==> config.mk <==
export PLATFORM = sky130hd
export DESIGN_NAME = stopwatch_lap_ctrl_flat
export DESIGN_NICKNAME = d
export VERILOG_FILES = /design/src/rtl/stopwatch_pkg.sv /design/src/rtl/stopwatch_lap_ctrl_if.sv /design/src/rtl/stopwatch_lap_buf.sv /design/src/rtl/stopwatch_lap_ctrl.sv /design/src/flat_wrapper.sv
export SDC_FILE = /design/constraint.sdc
export NUM_CORES = 1
export LEC_CHECK = 0
export CAP_MARGIN = 20
export CORE_UTILIZATION = 52
export CTS_CLUSTER_DIAMETER = 150
export CTS_CLUSTER_SIZE = 20
export DETAILED_ROUTE_END_ITERATION = 8
export MAX_ROUTING_LAYER = met4
export PLACE_DENSITY = 0.85
export SLEW_MARGIN = 0
export SYNTH_ARGS = -nofsm -noshare
export SYNTH_HDL_FRONTEND = slang
export SYNTH_SLANG_ARGS = --single-unit
export TNS_END_PERCENT = 10
==> constraint.sdc <==
create_clock -name clk -period 4.6 [get_ports clk]
set_input_delay 0.92 -clock clk [delete_from_list [all_inputs] [get_ports clk]]
set_output_delay 0.92 -clock clk [all_outputs]
set_load 0.01 [all_outputs]
==> src/rtl/stopwatch_pkg.sv <==
// Shared types and default sizing for the stopwatch controller.
package stopwatch_pkg;

    typedef enum logic [1:0] {
        IDLE  = 2'd0,
        RUN   = 2'd1,
        PAUSE = 2'd2
    } sw_state_e;

    localparam int unsigned CNT_W_DEF     = 24;
    localparam int unsigned TICK_DIV_DEF  = 100000;
    localparam int unsigned LAP_DEPTH_DEF = 4;

endpackage

==> src/rtl/stopwatch_lap_ctrl_if.sv <==
// Button inputs and display/status outputs of the stopwatch controller.
interface stopwatch_lap_ctrl_if
    import stopwatch_pkg::*;
#(
    parameter int unsigned CNT_W     = CNT_W_DEF,
    parameter int unsigned LAP_DEPTH = LAP_DEPTH_DEF
);
    localparam int unsigned LC_W = $clog2(LAP_DEPTH + 1);
    localparam int unsigned VI_W = (LAP_DEPTH > 1) ? $clog2(LAP_DEPTH) : 1;

    logic             btn_start;
    logic             btn_lap;
    logic             btn_clr;
    logic             clear;
    logic             count;
    logic             stop;
    logic [CNT_W-1:0] time_q;
    logic [CNT_W-1:0] disp_q;
    logic [LC_W-1:0]  lap_cnt;
    logic             lap_full;
    logic [VI_W-1:0]  view_idx;
    logic             overflow;

    modport master (
        output btn_start, btn_lap, btn_clr,
        input  clear, count, stop, time_q, disp_q, lap_cnt, lap_full, view_idx, overflow
    );

    modport slave (
        input  btn_start, btn_lap, btn_clr,
        output clear, count, stop, time_q, disp_q, lap_cnt, lap_full, view_idx, overflow
    );

endinterface

==> src/rtl/stopwatch_lap_buf.sv <==
// Lap (split) register file: append-only write port, count/full flags, indexed read.
module stopwatch_lap_buf #(
    parameter int unsigned CNT_W     = 24,
    parameter int unsigned LAP_DEPTH = 4
) (
    input  logic                                       clk,
    input  logic                                       reset,
    input  logic                                       clr,
    input  logic                                       wr_en,
    input  logic [CNT_W-1:0]                           wr_data,
    input  logic [((LAP_DEPTH > 1) ? $clog2(LAP_DEPTH) : 1)-1:0] rd_idx,
    output logic [CNT_W-1:0]                           rd_data_c,
    output logic [$clog2(LAP_DEPTH + 1)-1:0]           lap_cnt,
    output logic                                       lap_full
);
    localparam int unsigned LC_W = $clog2(LAP_DEPTH + 1);
    localparam int unsigned VI_W = (LAP_DEPTH > 1) ? $clog2(LAP_DEPTH) : 1;

    logic [CNT_W-1:0] lap_mem [LAP_DEPTH];

    // Writes are dropped once full so stored laps never change until cleared.
    always_ff @(posedge clk) begin
        if (reset || clr) begin
            for (int i = 0; i < int'(LAP_DEPTH); i++) begin
                lap_mem[i] <= '0;
            end
            lap_cnt  <= '0;
            lap_full <= 1'b0;
        end else if (wr_en && !lap_full) begin
            lap_mem[VI_W'(lap_cnt)] <= wr_data;
            lap_cnt  <= lap_cnt + LC_W'(1);
            lap_full <= (lap_cnt + LC_W'(1)) == LC_W'(LAP_DEPTH);
        end
    end

    assign rd_data_c = lap_mem[rd_idx];

endmodule

==> src/rtl/stopwatch_lap_ctrl.sv <==
// Stopwatch controller: start/pause/clear FSM, prescaled saturating time counter,
// optional lap buffer with review mode (enabled by STOPWATCH_LAP_EN).
module stopwatch_lap_ctrl
    import stopwatch_pkg::*;
#(
    parameter int unsigned CNT_W     = CNT_W_DEF,
    parameter int unsigned TICK_DIV  = TICK_DIV_DEF,
    parameter int unsigned LAP_DEPTH = LAP_DEPTH_DEF
) (
    input  logic                 clk,
    input  logic                 reset,
    stopwatch_lap_ctrl_if.slave  bus
);
    localparam int unsigned PS_W = $clog2(TICK_DIV);

    sw_state_e        state, state_nxt;
    logic [PS_W-1:0]  presc, presc_nxt;
    logic [CNT_W-1:0] time_r, time_nxt;
    logic [CNT_W-1:0] disp_r, disp_nxt;
    logic             ovf, ovf_nxt;

    // Next-state, prescaler and saturating time counter.
    always_comb begin
        state_nxt = state;
        presc_nxt = presc;
        time_nxt  = time_r;
        ovf_nxt   = ovf;
        if (bus.btn_clr) begin
            state_nxt = IDLE;
            presc_nxt = '0;
            time_nxt  = '0;
            ovf_nxt   = 1'b0;
        end else begin
            case (state)
                IDLE: begin
                    if (bus.btn_start) state_nxt = RUN;
                end
                RUN: begin
                    if (presc == PS_W'(TICK_DIV - 1)) begin
                        presc_nxt = '0;
                        if (&time_r) ovf_nxt  = 1'b1;
                        else         time_nxt = time_r + CNT_W'(1);
                    end else begin
                        presc_nxt = presc + PS_W'(1);
                    end
                    if (bus.btn_start) state_nxt = PAUSE;
                end
                PAUSE: begin
                    if (bus.btn_start) state_nxt = RUN;
                end
                default: state_nxt = IDLE;
            endcase
        end
    end

    always_ff @(posedge clk) begin
        if (reset) begin
            state  <= IDLE;
            presc  <= '0;
            time_r <= '0;
            ovf    <= 1'b0;
            disp_r <= '0;
        end else begin
            state  <= state_nxt;
            presc  <= presc_nxt;
            time_r <= time_nxt;
            ovf    <= ovf_nxt;
            disp_r <= disp_nxt;
        end
    end

    assign bus.clear    = (state == IDLE);
    assign bus.count    = (state == RUN);
    assign bus.stop     = (state == PAUSE);
    assign bus.time_q   = time_r;
    assign bus.disp_q   = disp_r;
    assign bus.overflow = ovf;

`ifdef STOPWATCH_LAP_EN
    localparam int unsigned LC_W = $clog2(LAP_DEPTH + 1);
    localparam int unsigned VI_W = (LAP_DEPTH > 1) ? $clog2(LAP_DEPTH) : 1;

    logic             lap_we;
    logic             view_on, view_on_nxt;
    logic [VI_W-1:0]  vidx, vidx_nxt;
    logic [CNT_W-1:0] lap_rd;
    logic [LC_W-1:0]  lap_cnt;
    logic             lap_full;

    // Capture uses the pre-tick time, so a tick in the same cycle is not seen.
    assign lap_we = (state == RUN) && bus.btn_lap && !bus.btn_clr;

    stopwatch_lap_buf #(
        .CNT_W     (CNT_W),
        .LAP_DEPTH (LAP_DEPTH)
    ) u_lap_buf (
        .clk       (clk),
        .reset     (reset),
        .clr       (bus.btn_clr),
        .wr_en     (lap_we),
        .wr_data   (time_r),
        .rd_idx    (vidx_nxt),
        .rd_data_c (lap_rd),
        .lap_cnt   (lap_cnt),
        .lap_full  (lap_full)
    );

    // Review mode lives only inside PAUSE; any exit drops it.
    always_comb begin
        view_on_nxt = view_on;
        vidx_nxt    = vidx;
        if (bus.btn_clr || bus.btn_start || state != PAUSE) begin
            view_on_nxt = 1'b0;
            vidx_nxt    = '0;
        end else if (bus.btn_lap && lap_cnt != '0) begin
            if (!view_on) begin
                view_on_nxt = 1'b1;
                vidx_nxt    = '0;
            end else if ((LC_W'(vidx) + LC_W'(1)) == lap_cnt) begin
                vidx_nxt    = '0;
            end else begin
                vidx_nxt    = vidx + VI_W'(1);
            end
        end
    end

    always_ff @(posedge clk) begin
        if (reset) begin
            view_on <= 1'b0;
            vidx    <= '0;
        end else begin
            view_on <= view_on_nxt;
            vidx    <= vidx_nxt;
        end
    end

    assign disp_nxt     = view_on_nxt ? lap_rd : time_nxt;
    assign bus.lap_cnt  = lap_cnt;
    assign bus.lap_full = lap_full;
    assign bus.view_idx = vidx;
`else
    logic unused_btn_lap;

    assign unused_btn_lap = bus.btn_lap;
    assign disp_nxt       = time_nxt;
    assign bus.lap_cnt    = '0;
    assign bus.lap_full   = 1'b0;
    assign bus.view_idx   = '0;
`endif

endmodule

==> src/flat_wrapper.sv <==
// flat-port wrapper written by rule: the top's interface ports become plain ports
module stopwatch_lap_ctrl_flat import stopwatch_pkg::*;
#(
    parameter int unsigned CNT_W     = CNT_W_DEF,
    parameter int unsigned TICK_DIV  = TICK_DIV_DEF,
    parameter int unsigned LAP_DEPTH = LAP_DEPTH_DEF
)
  (clk, reset, bus_btn_start, bus_btn_lap, bus_btn_clr, bus_clear, bus_count, bus_stop, bus_time_q, bus_disp_q, bus_lap_cnt, bus_lap_full, bus_view_idx, bus_overflow);
  stopwatch_lap_ctrl_if #(.CNT_W(CNT_W), .LAP_DEPTH(LAP_DEPTH)) bus_i ();
  input  logic clk;
  input  logic reset;
  input wire logic [$bits(bus_i.btn_start)-1:0] bus_btn_start;
  input wire logic [$bits(bus_i.btn_lap)-1:0] bus_btn_lap;
  input wire logic [$bits(bus_i.btn_clr)-1:0] bus_btn_clr;
  output wire logic [$bits(bus_i.clear)-1:0] bus_clear;
  output wire logic [$bits(bus_i.count)-1:0] bus_count;
  output wire logic [$bits(bus_i.stop)-1:0] bus_stop;
  output wire logic [$bits(bus_i.time_q)-1:0] bus_time_q;
  output wire logic [$bits(bus_i.disp_q)-1:0] bus_disp_q;
  output wire logic [$bits(bus_i.lap_cnt)-1:0] bus_lap_cnt;
  output wire logic [$bits(bus_i.lap_full)-1:0] bus_lap_full;
  output wire logic [$bits(bus_i.view_idx)-1:0] bus_view_idx;
  output wire logic [$bits(bus_i.overflow)-1:0] bus_overflow;
  assign bus_i.btn_start = bus_btn_start;
  assign bus_i.btn_lap = bus_btn_lap;
  assign bus_i.btn_clr = bus_btn_clr;
  assign bus_clear = bus_i.clear;
  assign bus_count = bus_i.count;
  assign bus_stop = bus_i.stop;
  assign bus_time_q = bus_i.time_q;
  assign bus_disp_q = bus_i.disp_q;
  assign bus_lap_cnt = bus_i.lap_cnt;
  assign bus_lap_full = bus_i.lap_full;
  assign bus_view_idx = bus_i.view_idx;
  assign bus_overflow = bus_i.overflow;
  stopwatch_lap_ctrl #(.CNT_W(CNT_W), .TICK_DIV(TICK_DIV), .LAP_DEPTH(LAP_DEPTH)) u_core (.clk(clk), .reset(reset), .bus(bus_i));
endmodule
; ---- After elaboration in Yosys (flattened, before gate mapping)
; Index checks and enable logic that the tools add are counted.
[classes]
n_bitwise = 1
n_reduce_logical = 7
eq_ne = 5
mux = 4
addsub = 2
[ops]
columns = cell, count
row1 = $reduce_and 26->1, 1
row2 = $add 24x1->24 const B, 1
row3 = $reduce_and 24->1, 1
row4 = $add 17x1->17 const B, 1
row5 = $eq 17x17->1 const B, 1
row6 = $mux 17, 1
row7 = $mux 2, 2
row8 = $pmux 2 s2, 1
row9 = $reduce_or 2->1, 2
row10 = $reduce_and 3->1, 1
row11 = $eq 2x1->1 const B, 1
row12 = $eq 2x2->1 const B, 1
row13 = $logic_not 2->1, 1
row14 = $ne 2x1->1 const B, 1
row15 = $ne 2x2->1 const B, 1
row16 = $reduce_and 2->1, 1
row17 = $not 1->1, 1
[totals]
ff_bits = 44
output_inout_bits = 58

; ---- Logic depth before layout (Yosys ltp)
[depth]
ltp_word = 4
ltp_mapped = 7

; ---- Worst setup path after synthesis
; Ideal clock, no wire load.
[synth_path]
path_type = reg2reg
from = register u_core.time_r[0] (netlist: u_core.bus.time_q[0])
to = register u_core.time_r[1] (netlist: u_core.bus.time_q[1])
t_required_ns = 4.472
synth_period_minus_slack_ns = 2.374
path_stages_with_launch = 8
arrival_time_ns = 2.247
path_slack_ns = 2.226
path_cell_list = dfxtp_1 > ha_1 > and4_1 > nand4_1 > o311ai_1 > buf_2 > mux2i_1 > nor2_1
[synth_via]
elab_chain_cells = 3
[synth_rtl]
columns = element, line
row1 = "start, declared", stopwatch_lap_ctrl.sv:18  ; logic [CNT_W-1:0] time_r, time_nxt;
row2 = "start signal, assigned", stopwatch_lap_ctrl.sv:66  ; time_r <= time_nxt;
row3 = branches (longest 3 deep; another with $add 24x1->24), -
; Parallel ways; which one is timed is not known.
; A chain may end at the register's enable or synchronous reset.

; ---- Final worst setup path
; Ends and elaborated chain as after synthesis.

==> metrics.md <==
| Metric | Value |
|---|---|
| Largest family of logic cells by synthesized area | simple AND/OR/NAND/NOR gates |
| Area grow syn2layout | 20.1% |
| Post-route setup TNS | 0 ns |
| Area taken by multi-input logic gates | between 1000 and 1500 um2 |
| Comb pwr share | ~3.1% |
| Outcome | complete, no violations |
| CP max stage cell | o311ai_2 |
| Row count | 24 |
| Post-route ant nets | 0 |
| HP Class | reg2reg |
| Async SR Flop Fraction | 0% |
| Worst Path Arrival | slightly below 3 ns |
| CP peak stage delay | 1.03 ns |
| CTS sink cnt | 44 |
| Top Layer Used | met4 |
| Vias | around 2,100 |
| Later-pin clock latency in the skew report | ~0.30 ns |
| Fin. Hold Viols | 0 |
| Clock share of power | 38.8% |
| Post-CTS setup buffers | 0 |
| Mapped Cells | 277 |
| Post-Synth Simple-Gate Area | 29.3% |
| Post-Synth XOR/XNOR Area | 5.56% |
| Compound-gate portion of the synthesized area | between 10% and 20% |
| #FFs+latches synth | 44 |
| Number of max-cap violations | 0 |
| Peak VDD IR | 0.156 mV |
| WHS | 0.479 ns |
| Vias in the first global route | 1,816 |
| Post-DP Area | 2740 um2 |
| Pin slew with the least headroom to its limit | ~1.1 ns |
| Num CTS Buffers | 5 |
| Synth Warn # | 0 |
| Max Fclk | 363 MHz |
| Antenna fix cells | 0 |
| P_leak | 0.892 nW |
| Residual DRC | 0 |
| Cell internal pwr | 0.511 mW |
| Max Slew Vio Count | 0 |
| Post-cts repair resize count | 0 |
| Period utilization | 59.9% |
| Setup Crit Path Kind | reg2reg |
| Layout Nets | 314 |
| Cells along the critical path | ha_1 > and4_1 > nand4_1 > o311ai_2 > mux2i_1 > nor2_1 |
| GP Congestion | 0.802 |
| Synth Area in Adders | ~1.1% |
| Slew margin rel. | 27.3% |
| Die height | just under 70 um |
| Sw Share | 22.4% |
| P_sw | ~0.15 mW |
| Syn Area/Cell | 8.53 um2 |
| Sequential power share | about 58% |
| GR Overflow Total | 0 |
| Largest net degree at the start of global routing | 23 |
| Mux contribution to synthesized area | about 2.5% |
| Critical path capture point type | flip-flop |
| Drt first pass iters | 4 |
| Reg area | 881 um2 |
| Synth Cell Area | 2360 um2 |
| Worst Setup Slack, final | 1.84 ns |
| Share of cells above drive strength 1 | 4.55% |
| Setup-failing EPs final | 0 |
| Pwr dens | between 200 and 250 nW/um2 |
| Power Total | between 0.6 and 0.7 mW |
| Worst-path clk slew | 0.08 ns |
| Initial antenna violation count | 0 |
| Met3 Wirelength | 221 um |
| # hold bufs at CTS | 0 |
| Met2 WL | 2470 um |
| CP Launch Type | flip-flop |
| Total track usage | 20.9% |
| H-tree levels | 2 |
| Drt wl/cell | 13.6 um |
| Final Skew | between 0.008 and 0.009 ns |
| Post-synthesis sequential area ratio | 37.3% |
| Routed WL | 4900 um |
| Minimum clock period | about 2.8 ns |
| Filler instances | 381 |
| Clk root buf | clkbuf_8 |
| Avg Vias per Cell | 5.78 |
| First-pass GRT wire length | between 8000 and 9000 um |
| Post-place setup slack | 1.88 ns |
| Wl on met1 | 2170 um |
| Post-DP HPWL | between 3000 and 4000 um |
| Main synth FF type | dfxtp_1 |
| Die area | just under 5000 um2 |
| Initial Utilization | 54.3% |
| Clock tree buffer depth | 2 |
| Post-synth EDFFs | 0 |
| Core ar. | around 4400 um2 |
| Die width | ~70 um |
| Port Buffers | 55 |
| Crit path required time | 4.77 ns |
| Distinct cells, synth | 39 |
| Io pins | between 60 and 70 |
| Fin area | 2840 um2 |
| RSZ-0062 raised after global routing | no |
| Crit path max fanout | 18 |
| DRT iter0 DRCs | 178 |
| CTS tree | built |
[path summary, 6_finish.rpt]
| path | slack (ns) | from | cells past startpoint | to |
|---|---|---|---|---|
| hold / removal | 0.48 | u_core.bus.overflow$_SDFFE_PP0P_ | 1 | u_core.bus.overflow$_SDFFE_PP0P_ |
| hold reg to reg | 0.48 | u_core.bus.overflow$_SDFFE_PP0P_ | 1 | u_core.bus.overflow$_SDFFE_PP0P_ |
| setup reg to reg | 1.84 | u_core.bus.time_q[0]$_SDFFE_PP0P_ | 6 | u_core.bus.time_q[1]$_SDFFE_PP0P_ |
| setup / recovery | 1.84 | u_core.bus.time_q[0]$_SDFFE_PP0P_ | 6 | u_core.bus.time_q[1]$_SDFFE_PP0P_ |
[cell usage in the layout, fill, tap and decap left out, drive strengths merged]
cell / instances
ha: 2
xnor2: 7
and4: 6
a21oi: 19
nor4: 4
and4b: 3
nand3: 12
nand4: 11
or4: 8
o31ai: 5
nor4b: 3
or4b: 1
nor2b: 2
mux2i: 6
o211ai: 3
dfxtp: 44
nor2: 27
clkdlybuf4s50: 55
nor3: 4
or2: 1
o2111ai: 1
xor2: 8
clkinvlp: 1
buf: 1
conb: 6
o21a: 3
o31a: 2
and3: 2
nand2: 15
o21ai: 14
inv: 5
and2: 5
or3: 14
o311ai: 1
clkbuf: 7
[flip-flops by register name, indices dropped and copies added, names as in the netlist]
| name | flops |
|---|---|
| u_core.bus.overflow | 1 |
| u_core.bus.time_q | 24 |
| u_core.presc | 17 |
| u_core.state | 2 |
[cells by family after synthesis]
group / count (synthesis)
xor+xnor: 15
mux: 6
fa+ha+maj: 2
other cells: 1
buf+inv: 43
simple gates: 118
compound gates: 48
flops: 44
[worst max-delay path: cells and delay by family (launching register included)]
kind            cells  cell delay (ns)
simple gates        3             0.64
mux                 1             0.28
flops               1             0.43
compound gates      1             1.03
fa+ha+maj           1             0.25
[cell usage after synthesis, types with 2 or more instances]
| master | number | area share, % |
|---|---|---|
| nand3_1 | 12 | 2.5 |
| or4_1 | 7 | 2.2 |
| mux2i_1 | 6 | 2.5 |
| and3_1 | 2 | 0.53 |
| ha_1 | 2 | 1.1 |
| xor2_1 | 8 | 3.0 |
| o211ai_1 | 3 | 0.95 |
| and4_1 | 6 | 2.2 |
| nor4b_2 | 2 | 1.3 |
| o21ai_0 | 13 | 2.8 |
| or3_1 | 14 | 3.7 |
| nor3_1 | 4 | 0.85 |
| clkbuf_1 | 5 | 0.79 |
| nor2b_1 | 2 | 0.53 |
| o31ai_1 | 5 | 1.6 |
| and4b_1 | 3 | 1.3 |
| nor2_1 | 27 | 4.3 |
| o21a_1 | 3 | 0.95 |
| inv_1 | 5 | 0.79 |
| nand4_1 | 10 | 2.6 |
| buf_4 | 31 | 9.9 |
| and2_1 | 5 | 1.3 |
| o31a_1 | 2 | 0.74 |
| dfxtp_1 | 44 | 37 |
| xnor2_1 | 7 | 2.6 |
| nand2_1 | 15 | 2.4 |
| nor4_1 | 4 | 1.1 |
| a21oi_1 | 19 | 4.0 |
[metal layers]
metal  GRT usage (%)  vias up
li1                -     1025
met1            25.5      990
met2            35.2       57
met3            4.22        7
met4            5.90        0
met5               -        -
[area by class of cell]
class | instances | area share [%]
flip-flops and latches | 44 | 31.0
multi-input cells | 195 | 43.0
clock buffers | 7 | 3.04
clock inverters | 1 | 0.265
repair buffers | 56 | 19.7
inverters | 5 | 0.661
well taps | 52 | 2.29
[through the flow]
stage,std cells,utilization (%)
after global routing,360,65.2
after detailed placement,351,62.8
final,360,65.2
after floorplan,282,-
after CTS,359,65.0
after global placement,351,62.8
[power by group through the flow]
stage	Combinational, mW	Sequential [mW]	Clock (mW)
2_1_floorplan	0.0159	0.391	0
3_3_place_gp	0.0193	0.391	0
3_5_place_dp	0.0197	0.391	0
4_1_cts	0.0198	0.382	0.256
5_1_grt	0.0222	0.382	0.275
6_report	0.0204	0.382	0.255
Note: power is estimated with default switching activity, not from simulation.
